### src/rtl/uart_cmd_ctrl_pkg.sv
// Shared constants and state encodings for the UART command controller.
// Holds the ASCII command/response bytes and both FSM enumerations.
package uart_cmd_ctrl_pkg;
  localparam logic [7:0] CH_E  = 8'h45;
  localparam logic [7:0] CH_D  = 8'h44;
  localparam logic [7:0] CH_A  = 8'h41;
  localparam logic [7:0] CH_Z  = 8'h5A;
  localparam logic [7:0] CH_Q  = 8'h3F;
  localparam logic [7:0] CH_1  = 8'h31;
  localparam logic [7:0] CH_2  = 8'h32;
  localparam logic [7:0] CH_0  = 8'h30;
  localparam logic [7:0] CH_K  = 8'h4B;
  localparam logic [7:0] CH_N  = 8'h4E;
  localparam logic [7:0] CH_CR = 8'h0D;

  localparam int RESP_MAX = 9;
  typedef logic [RESP_MAX-1:0][7:0] resp_buf_t;

  typedef enum logic [1:0] {ST_IDLE, ST_ARG, ST_RESP} state_t;
  typedef enum logic [1:0] {SQ_IDLE, SQ_ISSUE, SQ_WRISE, SQ_WFALL} seq_state_t;
endpackage

### src/rtl/uart_cmd_ctrl_resp_seq.sv
// uart_resp_seq: buffers up to 9 response bytes and feeds them to uart_tx,
// one tx_en pulse per byte, waiting for busy to rise then fall between bytes.
module uart_resp_seq
  import uart_cmd_ctrl_pkg::*;
(
  input  logic       i_clk,
  input  logic       i_rst_n,
  input  logic       i_load,
  input  resp_buf_t  i_bytes,
  input  logic [3:0] i_len,
  input  logic       i_tx_busy,
  output logic       o_tx_en,
  output logic [7:0] o_tx_data,
  output logic       o_done
);
  seq_state_t r_state, w_state_nxt;
  resp_buf_t  r_buf;
  logic [3:0] r_len;
  logic [3:0] r_idx;
  logic       w_adv;

  always_ff @(posedge i_clk) begin
    if (!i_rst_n) begin
      r_state <= SQ_IDLE;
      r_buf   <= '0;
      r_len   <= '0;
      r_idx   <= '0;
    end else begin
      r_state <= w_state_nxt;
      if (i_load) begin
        r_buf <= i_bytes;
        r_len <= i_len;
        r_idx <= '0;
      end else if (w_adv) begin
        r_idx <= r_idx + 4'd1;
      end
    end
  end

  always_comb begin
    w_state_nxt = r_state;
    o_tx_en     = 1'b0;
    o_done      = 1'b0;
    w_adv       = 1'b0;
    case (r_state)
      SQ_IDLE:  if (i_load) w_state_nxt = SQ_ISSUE;
      SQ_ISSUE: if (!i_tx_busy) begin
        o_tx_en     = 1'b1;
        w_state_nxt = SQ_WRISE;
      end
      SQ_WRISE: if (i_tx_busy) w_state_nxt = SQ_WFALL;
      SQ_WFALL: if (!i_tx_busy) begin
        if (r_idx == r_len - 4'd1) begin
          o_done      = 1'b1;
          w_state_nxt = SQ_IDLE;
        end else begin
          w_adv       = 1'b1;
          w_state_nxt = SQ_ISSUE;
        end
      end
      default: w_state_nxt = SQ_IDLE;
    endcase
  end

  assign o_tx_data = r_buf[r_idx];
endmodule

### src/rtl/uart_rx.sv
// 8N1 UART receiver: one-cycle o_rx_done pulse with o_rx_data on a good stop bit.
// Bits are sampled near mid-bit after a two-flop synchronizer.
module uart_rx #(
  parameter int CLK_FREQ = 125000000,
  parameter int UART_BPS = 115200
) (
  input  logic       i_clk,
  input  logic       i_rst_n,
  input  logic       i_rxd,
  output logic       o_rx_done,
  output logic [7:0] o_rx_data
);
  localparam int DIV = CLK_FREQ / UART_BPS;
  localparam int CW  = $clog2(DIV + 1);

  logic [2:0]    r_sync;
  logic          r_active;
  logic [CW-1:0] r_cnt;
  logic [3:0]    r_bit;
  logic [7:0]    r_shift;
  logic          r_done;
  logic [7:0]    r_data;

  always_ff @(posedge i_clk) begin
    if (!i_rst_n) begin
      r_sync   <= 3'b111;
      r_active <= 1'b0;
      r_cnt    <= '0;
      r_bit    <= '0;
      r_shift  <= '0;
      r_done   <= 1'b0;
      r_data   <= '0;
    end else begin
      r_sync <= {r_sync[1:0], i_rxd};
      r_done <= 1'b0;
      if (!r_active) begin
        if (r_sync[2] && !r_sync[1]) begin
          r_active <= 1'b1;
          r_cnt    <= '0;
          r_bit    <= '0;
        end
      end else begin
        if (r_cnt == CW'(DIV - 1)) begin
          r_cnt <= '0;
          r_bit <= r_bit + 4'd1;
        end else begin
          r_cnt <= r_cnt + 1'b1;
        end
        // a start bit that is high again at mid-bit was a glitch
        if (r_cnt == CW'(DIV / 2 - 1)) begin
          if (r_bit == 4'd0) begin
            if (r_sync[1]) r_active <= 1'b0;
          end else if (r_bit < 4'd9) begin
            r_shift <= {r_sync[1], r_shift[7:1]};
          end else begin
            r_active <= 1'b0;
            r_done   <= r_sync[1];
            r_data   <= r_shift;
          end
        end
      end
    end
  end

  assign o_rx_done = r_done;
  assign o_rx_data = r_data;
endmodule

### src/rtl/uart_tx.sv
// 8N1 UART transmitter: a one-cycle i_tx_en while idle sends one frame.
// o_tx_busy is high from the cycle after i_tx_en until the stop bit ends.
module uart_tx #(
  parameter int CLK_FREQ = 125000000,
  parameter int UART_BPS = 115200
) (
  input  logic       i_clk,
  input  logic       i_rst_n,
  input  logic       i_tx_en,
  input  logic [7:0] i_tx_data,
  output logic       o_txd,
  output logic       o_tx_busy
);
  localparam int DIV = CLK_FREQ / UART_BPS;
  localparam int CW  = $clog2(DIV + 1);

  logic          r_busy;
  logic          r_txd;
  logic [CW-1:0] r_cnt;
  logic [3:0]    r_bit;
  logic [9:0]    r_frame;

  always_ff @(posedge i_clk) begin
    if (!i_rst_n) begin
      r_busy  <= 1'b0;
      r_txd   <= 1'b1;
      r_cnt   <= '0;
      r_bit   <= '0;
      r_frame <= '1;
    end else if (!r_busy) begin
      if (i_tx_en) begin
        r_busy  <= 1'b1;
        r_frame <= {1'b1, i_tx_data, 1'b0};
        r_txd   <= 1'b0;
        r_cnt   <= '0;
        r_bit   <= '0;
      end
    end else if (r_cnt == CW'(DIV - 1)) begin
      r_cnt <= '0;
      if (r_bit == 4'd9) begin
        r_busy <= 1'b0;
        r_txd  <= 1'b1;
      end else begin
        r_bit   <= r_bit + 4'd1;
        r_frame <= {1'b1, r_frame[9:1]};
        r_txd   <= r_frame[1];
      end
    end else begin
      r_cnt <= r_cnt + 1'b1;
    end
  end

  assign o_txd     = r_txd;
  assign o_tx_busy = r_busy;
endmodule

### src/rtl/uart_cmd_ctrl.sv
// UART command parser driving N_CH enable bits, answering with ACK/NAK/status.
// The parser FSM lives here; response transmission is delegated to uart_resp_seq.
module uart_cmd_ctrl
  import uart_cmd_ctrl_pkg::*;
#(
  parameter int              CLK_FREQ    = 125000000,
  parameter int              UART_BPS    = 115200,
  parameter int              N_CH        = 4,
  parameter logic [N_CH-1:0] EN_RESET    = '0,
  parameter int              ARG_TIMEOUT = 125000000,
  parameter int              LEGACY      = 1
) (
  input  logic            sys_clk,
  input  logic            reset,
  input  logic            uart_rxd,
  output logic            uart_txd,
  output logic [N_CH-1:0] en,
  output logic            cmd_err,
  output logic            busy
);
  localparam int TW = $clog2(ARG_TIMEOUT + 1);

  logic            w_rx_done, w_tx_en, w_tx_busy, w_seq_done;
  logic [7:0]      w_rx_data, w_tx_data;
  logic            w_load, w_err, w_arg_ok, w_timeout;
  logic [3:0]      w_len;
  resp_buf_t       w_bytes;
  state_t          r_state, w_state_nxt;
  logic [N_CH-1:0] r_en, w_en_nxt;
  logic            r_op_e, w_op_e_nxt;
  logic            r_cmd_err;
  logic [TW-1:0]   r_tcnt;

  uart_rx #(.CLK_FREQ(CLK_FREQ), .UART_BPS(UART_BPS)) u_rx (
    .i_clk(sys_clk), .i_rst_n(reset), .i_rxd(uart_rxd),
    .o_rx_done(w_rx_done), .o_rx_data(w_rx_data)
  );

  uart_tx #(.CLK_FREQ(CLK_FREQ), .UART_BPS(UART_BPS)) u_tx (
    .i_clk(sys_clk), .i_rst_n(reset), .i_tx_en(w_tx_en), .i_tx_data(w_tx_data),
    .o_txd(uart_txd), .o_tx_busy(w_tx_busy)
  );

  uart_resp_seq u_seq (
    .i_clk(sys_clk), .i_rst_n(reset), .i_load(w_load), .i_bytes(w_bytes),
    .i_len(w_len), .i_tx_busy(w_tx_busy), .o_tx_en(w_tx_en),
    .o_tx_data(w_tx_data), .o_done(w_seq_done)
  );

  // ASCII '0'..'7' whose value addresses an existing channel
  assign w_arg_ok  = (w_rx_data[7:3] == 5'b00110) && (int'(w_rx_data[2:0]) < N_CH);
  assign w_timeout = (r_tcnt == TW'(ARG_TIMEOUT - 1));

  always_ff @(posedge sys_clk) begin
    if (!reset) begin
      r_state   <= ST_IDLE;
      r_en      <= EN_RESET;
      r_op_e    <= 1'b0;
      r_cmd_err <= 1'b0;
      r_tcnt    <= '0;
    end else begin
      r_state   <= w_state_nxt;
      r_en      <= w_en_nxt;
      r_op_e    <= w_op_e_nxt;
      r_cmd_err <= w_err;
      r_tcnt    <= (r_state == ST_ARG) ? r_tcnt + 1'b1 : '0;
    end
  end

  always_comb begin
    w_state_nxt = r_state;
    w_en_nxt    = r_en;
    w_op_e_nxt  = r_op_e;
    w_load      = 1'b0;
    w_len       = 4'd1;
    w_bytes     = '0;
    w_err       = 1'b0;
    case (r_state)
      ST_IDLE: if (w_rx_done) begin
        w_state_nxt = ST_RESP;
        w_load      = 1'b1;
        w_bytes[0]  = CH_K;
        if (w_rx_data == CH_E || w_rx_data == CH_D) begin
          w_op_e_nxt  = (w_rx_data == CH_E);
          w_state_nxt = ST_ARG;
          w_load      = 1'b0;
        end else if (w_rx_data == CH_A || (LEGACY != 0 && w_rx_data == CH_1)) begin
          w_en_nxt = '1;
        end else if (w_rx_data == CH_Z || (LEGACY != 0 && w_rx_data == CH_2)) begin
          w_en_nxt = '0;
        end else if (w_rx_data == CH_Q) begin
          for (int i = 0; i < N_CH; i++) w_bytes[i] = r_en[N_CH-1-i] ? CH_1 : CH_0;
          w_bytes[N_CH] = CH_CR;
          w_len         = 4'(N_CH + 1);
        end else begin
          w_bytes[0] = CH_N;
          w_err      = 1'b1;
        end
      end
      // an argument byte arriving on the timeout cycle wins over the timeout
      ST_ARG: if (w_rx_done || w_timeout) begin
        w_state_nxt = ST_RESP;
        w_load      = 1'b1;
        w_bytes[0]  = CH_N;
        w_err       = 1'b1;
        if (w_rx_done && w_arg_ok) begin
          w_bytes[0] = CH_K;
          w_err      = 1'b0;
          for (int i = 0; i < N_CH; i++)
            if (int'(w_rx_data[2:0]) == i) w_en_nxt[i] = r_op_e;
        end
      end
      ST_RESP: begin
        w_err = w_rx_done;
        if (w_seq_done) w_state_nxt = ST_IDLE;
      end
      default: w_state_nxt = ST_IDLE;
    endcase
  end

  assign en      = r_en;
  assign cmd_err = r_cmd_err;
  assign busy    = (r_state != ST_IDLE);
endmodule

### config.mk
export PLATFORM = sky130hd
export DESIGN_NAME = uart_cmd_ctrl
export DESIGN_NICKNAME = d
export VERILOG_FILES = /design/src/rtl/uart_cmd_ctrl_pkg.sv /design/src/rtl/uart_cmd_ctrl_resp_seq.sv /design/src/rtl/uart_rx.sv /design/src/rtl/uart_tx.sv /design/src/rtl/uart_cmd_ctrl.sv
export SDC_FILE = /design/constraint.sdc
export NUM_CORES = 1
export LEC_CHECK = 0
export CAP_MARGIN = 20
export CORE_UTILIZATION = 55
export DETAILED_ROUTE_END_ITERATION = 10
export GPL_TIMING_DRIVEN = 0
export PLACE_DENSITY = 0.81
export SETUP_SLACK_MARGIN = 0.15
export SYNTH_ARGS = -nofsm -noshare
export SYNTH_HDL_FRONTEND = slang
export SYNTH_SLANG_ARGS = --single-unit
### constraint.sdc
create_clock -name sys_clk -period 2.5 [get_ports sys_clk]
set_clock_uncertainty 0.1 [all_clocks]
set_input_delay 0.375 -clock sys_clk [delete_from_list [all_inputs] [get_ports sys_clk]]
set_output_delay 0.375 -clock sys_clk [all_outputs]
set_load 0.005 [all_outputs]
==> results of run 1 <==
[per-stage QoR]
step	total power, mW	utilization
floorplan	2.273	-
detailed placement	2.410	0.6033
global placement	2.378	0.6033
global route	3.675	0.6278
finish	3.538	0.6278
CTS	3.545	0.6263
[area by class of cell]
| type | count | area [µm²] |
|---|---|---|
| Sequential cell | 111 | 2222 |
| Tap cell | 129 | 161.4 |
| Clock buffer | 11 | 151.4 |
| Timing Repair Buffer | 8 | 80.08 |
| Clock inverter | 5 | 63.81 |
| Buffer | 30 | 166.4 |
| Multi-Input combinational cell | 463 | 2955 |
| Fill cell | 821 | 3488 |
| Inverter | 22 | 82.58 |
[cell usage after synthesis, drive strengths merged, types with 10 or more instances]
master | count | share of area
mux2i | 23 | 0.043
nand4 | 10 | 0.013
dfxtp | 111 | 0.41
nor2b | 15 | 0.017
o21ai | 27 | 0.025
nor3 | 11 | 0.010
a21oi | 28 | 0.026
ha | 17 | 0.039
clkbuf | 21 | 0.017
nor2 | 78 | 0.055
and3 | 17 | 0.020
xor2 | 15 | 0.024
nand2 | 67 | 0.047
nand3 | 30 | 0.030
inv | 22 | 0.015
xnor2 | 16 | 0.026
[flip-flops by register name, summed over array words and instances (netlist names), 2 cells and up]
| register | cells |
|---|---|
| r_tcnt | 27 |
| u_rx.r_cnt | 11 |
| u_tx.r_cnt | 11 |
| u_rx.o_rx_data | 8 |
| u_rx.r_shift | 8 |
| u_seq.r_buf | 8 |
| u_tx.r_frame | 8 |
| en | 4 |
| u_rx.r_bit | 4 |
| u_seq.r_idx | 4 |
| u_tx.r_bit | 4 |
| u_rx.r_sync | 3 |
| r_state | 2 |
| u_seq.r_state | 2 |
[final timing paths]
kind | depth (start not counted) | endpoint | slack [ns] | startpoint
worst max-delay path | 7 | u_seq.r_idx[3]$_SDFFE_PP0P_ | 0.33 | u_seq.r_idx[0]$_SDFFE_PP0P_
worst min-delay path | 2 | u_tx.o_tx_busy$_SDFF_PN0_ | 0.31 | reset
worst max register to register | 7 | u_seq.r_idx[3]$_SDFFE_PP0P_ | 0.33 | u_seq.r_idx[0]$_SDFFE_PP0P_
worst min register to register | 1 | u_rx.r_sync[1]$_SDFF_PN1_ | 0.32 | u_rx.r_sync[0]$_SDFF_PN1_
[per-layer routing]
layer,vias to the layer above,GRT usage,share of wire,wire length [µm]
met3,14,0.04486,0.042,490
met4,0,0.09142,0.016,191
met2,122,0.4155,0.49,5714
li1,2251,-,-,-
met1,2194,0.2998,0.45,5272
met5,-,0,0,0
[logic make-up (layout without fill, tap and decap cells)]
logic type	count (synthesis)	count (layout)
buffers and inverters	52	76
flip-flops	111	111
multiplexers	25	25
XOR/XNOR	31	31
adder cells (fa/ha/maj)	17	17
AO/OA/AOI/OAI	109	109
AND/OR/NAND/NOR	281	281
[timing repair]
| item | 4_1_cts | 5_1_grt |
|---|---|---|
| endpoints found under the setup margin | 0 | 24 |
| endpoints found under the hold margin | 0 | 0 |
| gates resized for setup | 0 | 7 |
[power groups by stage]
stage / Combinational, mW / Clock (mW) / Sequential, mW
floorplan: 0.359 / 0 / 1.91
global placement: 0.455 / 0 / 1.92
detailed placement: 0.485 / 0 / 1.93
CTS: 0.487 / 1.17 / 1.89
global route: 0.549 / 1.23 / 1.90
finish: 0.493 / 1.16 / 1.89
==> results.cfg, run 1 <==
[run_status]
outcome = completed

[timing]
hold_violations = 0
worst_pin_slew_ns = 0.6572
setup_viol = 0
max_clock_freq_mhz = 459.9
holdWs_ns = 0.3126
rsz0062_at_grt = false
setup_ws_ns = 0.3256
setup_tns_ns = 0
timing.slew.headroom = 0.5578
finalCritPeriodShare = 0.8698
layout_min_cycle_time_ns = 2.174
drv_slew = 0

[global_routing]
grt_pass1_wl_um = 19690
antenna_found_initial = 0
overflow = 0
grt_pass1_vias = 4313
grt_max_degree = 19
grt_usage = 0.2412

[floorplan]
rows = 35
dieArea_um2 = 10240
start_util = 0.5776
core_area_um2 = 9371
die_w_um = 101.2
die_h_um = 101.2
io-pin-count = 10

[synthesis]
yosysWarnings = 0
netlist_area_um2 = 5413
post_synth_and_or_nand_nor_area_fraction = 0.2702
syn_inst = 626
muxShareOfSynthArea = 0.04877
synth-edff-count = 0
yosysUniqueCellTypes = 71
synth_nets = 646
synth_top_family_by_area = simple AND/OR/NAND/NOR gates
synth_compound_area_frac = 0.1355
async_flop_share = 0
synth-xor-area-share = 0.05016
synth_ff_type = dfxtp_1
synth_fa_ha_area_frac = 0.03930
yosys_register_bits = 111
postSynthAreaPerCell_um2 = 8.646
yosysSeqAreaShare = 0.4105

[cells_and_area]
antennaDiodeCount = 0
nNetsFinal = 665
layout_commonest_cell = dfxtp_1
drive_above_1_share = 0.07231
final_area_um2 = 5883
synthToLayoutAreaGrowth_pct = 8.692
layout.cells.non_filler = 779
final_cell_mix = dfxtp_1, nor2_1, nand2_1

[placement]
dp.cells = 763
place_area_um2 = 5654
io_buffers = 8
place.gp.congestion = 0.8948
place_ws_ns = 0.2697
dpl.hpwl_um = 8245

[clocking]
cts_hold_buf = 0
clkTransAtPathRegs_ns = 0.10
clock-sinks = 111
cts-buffers-inserted = 9
ctsLongestPathBuffers = 2
insertion_delay_ns = 0.39
cts_tree = done
cts_setup_buffers = 0
root_buffer = clkbuf_8
htree_levels = 3

[drt]
dr_total_vias = 4581
wl_per_cell_um = 14.98
wl_um = 11670
viasPerCell = 5.881
drt_iter0_markers = 240
dr.pass1.iters = 5
ant_nets = 0
remaining_drc_errors = 0

[worst_setup_path]
cp.arrival_ns = 2.36
critPathKind = reg -> reg
slowest_delay_ns = 0.50
critPathRequiredTime_ns = 2.68
path_buf_inv = 1
crit_path_end_kind = flop
worstPathCellList = clkbuf_1 > or3b_2 > a211oi_1 > nor3b_1 > nand4_1 > xor2_1 > nor2_1
crit_slowest_cell = or3b_2
cp_top_family = simple AND/OR/NAND/NOR gates
start_kind = flop
critPathMaxFanout = 7

[pwr]
switching_share = 0.2813
clkPwrFrac = 0.327
powerDensity_nw_per_um2 = 601.4
ir_drop_v = 0.0002975
p_comb_frac = 0.139
internal_power_mw = 2.543
p_leak_nw = 2.068
sequentialPowerShare = 0.534
power.switching_mw = 0.9953

[hold_path]
holdCritPathClass = in -> reg

[job]
cap_violations = 0
No activity file was read; power rests on OpenSTA's default activity.
==> run 2, diff against run 1 <==
--- a/config.mk
+++ b/config.mk
@@ -5,12 +5,15 @@
 export SDC_FILE = /design/constraint.sdc
 export NUM_CORES = 1
 export LEC_CHECK = 0
+export ABC_CLOCK_PERIOD_IN_PS = 2500
 export CAP_MARGIN = 20
 export CORE_UTILIZATION = 55
 export DETAILED_ROUTE_END_ITERATION = 10
 export GPL_TIMING_DRIVEN = 0
 export PLACE_DENSITY = 0.81
+export REMOVE_ABC_BUFFERS = 1
 export SETUP_SLACK_MARGIN = 0.15
+export SKIP_LAST_GASP = 1
 export SYNTH_ARGS = -nofsm -noshare
 export SYNTH_HDL_FRONTEND = slang
 export SYNTH_SLANG_ARGS = --single-unit
==> results.cfg, run 2 (synthesized netlist as in run 1, its figures left out) <==
[global_routing]
grt_usage = 0.2115
grt_pass1_wl_um = 17670
use_met3 = 0.04417
grt_max_degree = 48
use_met2 = 0.3673
overflow = 0
antenna_found_initial = 0
busiest_layer = met2
grt_pass1_vias = 4016
use_met1 = 0.2663

[floorplan]
io-pin-count = 10
die_w_um = 101.2
die_h_um = 101.2
dieArea_um2 = 10240
start_util = 0.5776
core_area_um2 = 9371
rows = 35

[pwr]
ir_drop_v = 0.0004524
powerDensity_nw_per_um2 = 625.1
internal_power_mw = 2.698
switching_share = 0.2577
p_leak_nw = 2.029
sequentialPowerShare = 0.527
p_comb_frac = 0.118
clkPwrFrac = 0.355
power.switching_mw = 0.9368

[drt]
ant_nets = 0
remaining_drc_errors = 0
drt_iter0_markers = 182
viasPerCell = 5.801
wl_um = 10210
dr.pass1.iters = 5
dr_total_vias = 4362
wl_per_cell_um = 13.58

[run_status]
outcome = completed

[placement]
dpl.hpwl_um = 7074
place_area_um2 = 5523
place.gp.congestion = 0.8326
io_buffers = 9
place_ws_ns = 0.08708

[worst_setup_path]
crit_path_end_kind = flop
critPathKind = reg -> reg
critPathMaxFanout = 12
r2r-start = r_tcnt[13]$_SDFF_PN0_
start_kind = flop
critPathRequiredTime_ns = 2.69
cp.arrival_ns = 2.42
cp-startpoint = r_tcnt[13]$_SDFF_PN0_

[timing]
worst_pin_slew_ns = 0.8303
timing.slew.headroom = 0.4451
setup_tns_ns = 0
hold_violations = 0
layout_min_cycle_time_ns = 2.227
finalCritPeriodShare = 0.8910
drv_slew = 0
setup_ws_ns = 0.2726
rsz0062_at_grt = true
max_clock_freq_mhz = 449.0
setup_viol = 0

[cells_and_area]
antennaDiodeCount = 0
largest-register = r_tcnt
num-fill-cells = 829
layout_commonest_cell = dfxtp_1
final_area_um2 = 5816
synthToLayoutAreaGrowth_pct = 7.443
nNetsFinal = 638
largest_reg_flops = 27
final_cell_mix = dfxtp_1, nor2_1, nand2_1
reg_top3 = r_tcnt: 27 flops, u_rx.r_cnt: 11 flops, u_tx.r_cnt: 11 flops
drive_above_1_share = 0.06902

[clocking]
root_buffer = clkbuf_8
htree_levels = 3
insertion_delay_ns = 0.37
clkTransAtPathRegs_ns = 0.10
cts_hold_buf = 0
cts-buffers-inserted = 9
ctsLongestPathBuffers = 2
cts_tree = done
clock-sinks = 111

[hold_path]
holdCritPathClass = reg -> reg
min_from = u_rx.r_sync[0]$_SDFF_PN1_

[job]
cap_violations = 0
[run 2: cell types whose count changed in the layout (fill, tap and decap cells not counted), sizes merged]
| cell | before | now |
|---|---|---|
| buf | 8 | 3 |
| dlygate4sd3 | 1 | 0 |
| bufinv | 1 | 3 |
| clkbuf | 32 | 10 |
| clkinvlp | 1 | 0 |
[run 2: area by class of cell]
| class | count | area (µm²) | area share |
|---|---|---|---|
| timing repair buffer | 11 | 120.1 | 0.02065 |
| inverter | 22 | 82.58 | 0.01420 |
| multi-input combinational | 463 | 2974 | 0.5114 |
| clock inverter | 6 | 116.4 | 0.02001 |
| tap | 129 | 161.4 | 0.02775 |
| clock buffer | 10 | 137.6 | 0.02367 |
| sequential | 111 | 2223 | 0.3823 |
[run 2: path summary, 6_finish.rpt]
check | cells past startpoint | slack (ns) | endpoint
worst max-delay path | 6 | 0.27 | u_seq.r_state[0]$_SDFFE_PN0P_
worst min-delay path | 1 | 0.32 | u_rx.r_sync[1]$_SDFF_PN1_
worst max register to register | 6 | 0.27 | u_seq.r_state[0]$_SDFFE_PN0P_
worst min register to register | 1 | 0.32 | u_rx.r_sync[1]$_SDFF_PN1_
[run 2: routing by layer]
| metal | wire, µm | share of wire |
|---|---|---|
| met1 | 4782 | 0.47 |
| met2 | 5034 | 0.49 |
| met3 | 288 | 0.028 |
| met4 | 104 | 0.010 |
| met5 | 0 | 0 |
[run 2: worst max-delay path: stages, from the launching register on]
cell      delay (ns)
dfxtp_1         0.40
or4_4           0.55
nor4_2          0.13
a41o_2          0.26
nand3_4         0.18
a221oi_4        0.31
mux2i_1         0.21
[run 2: power groups by stage]
stage               Clock, mW  Sequential (mW)  Combinational [mW]
global placement            0             1.95               0.399
CTS                      1.31             1.91               0.428
detailed placement          0             1.95               0.416
floorplan                   0             1.93               0.302
finish                   1.29             1.92               0.429
global route             1.39             1.93               0.489
[run 2: repair_timing]
item,4_1_cts,5_1_grt
buffers inserted,0,1
pin swaps,0,1
setup endpoints to repair,3,21
hold endpoints to repair,0,0
resized for setup,2,5
[run 2: per-stage QoR]
step           hold slack [ns]  power, mW  std cells  utilization
6_report                0.3228      3.635        752       0.6206
5_1_grt                 0.3576      3.809        752       0.6206
4_1_cts                 0.3227      3.655        751       0.6178
3_5_place_dp            0.2972      2.368        735       0.5893
3_3_place_gp            0.2894      2.345        734       0.5869
2_1_floorplan           0.2863      2.234        596            -
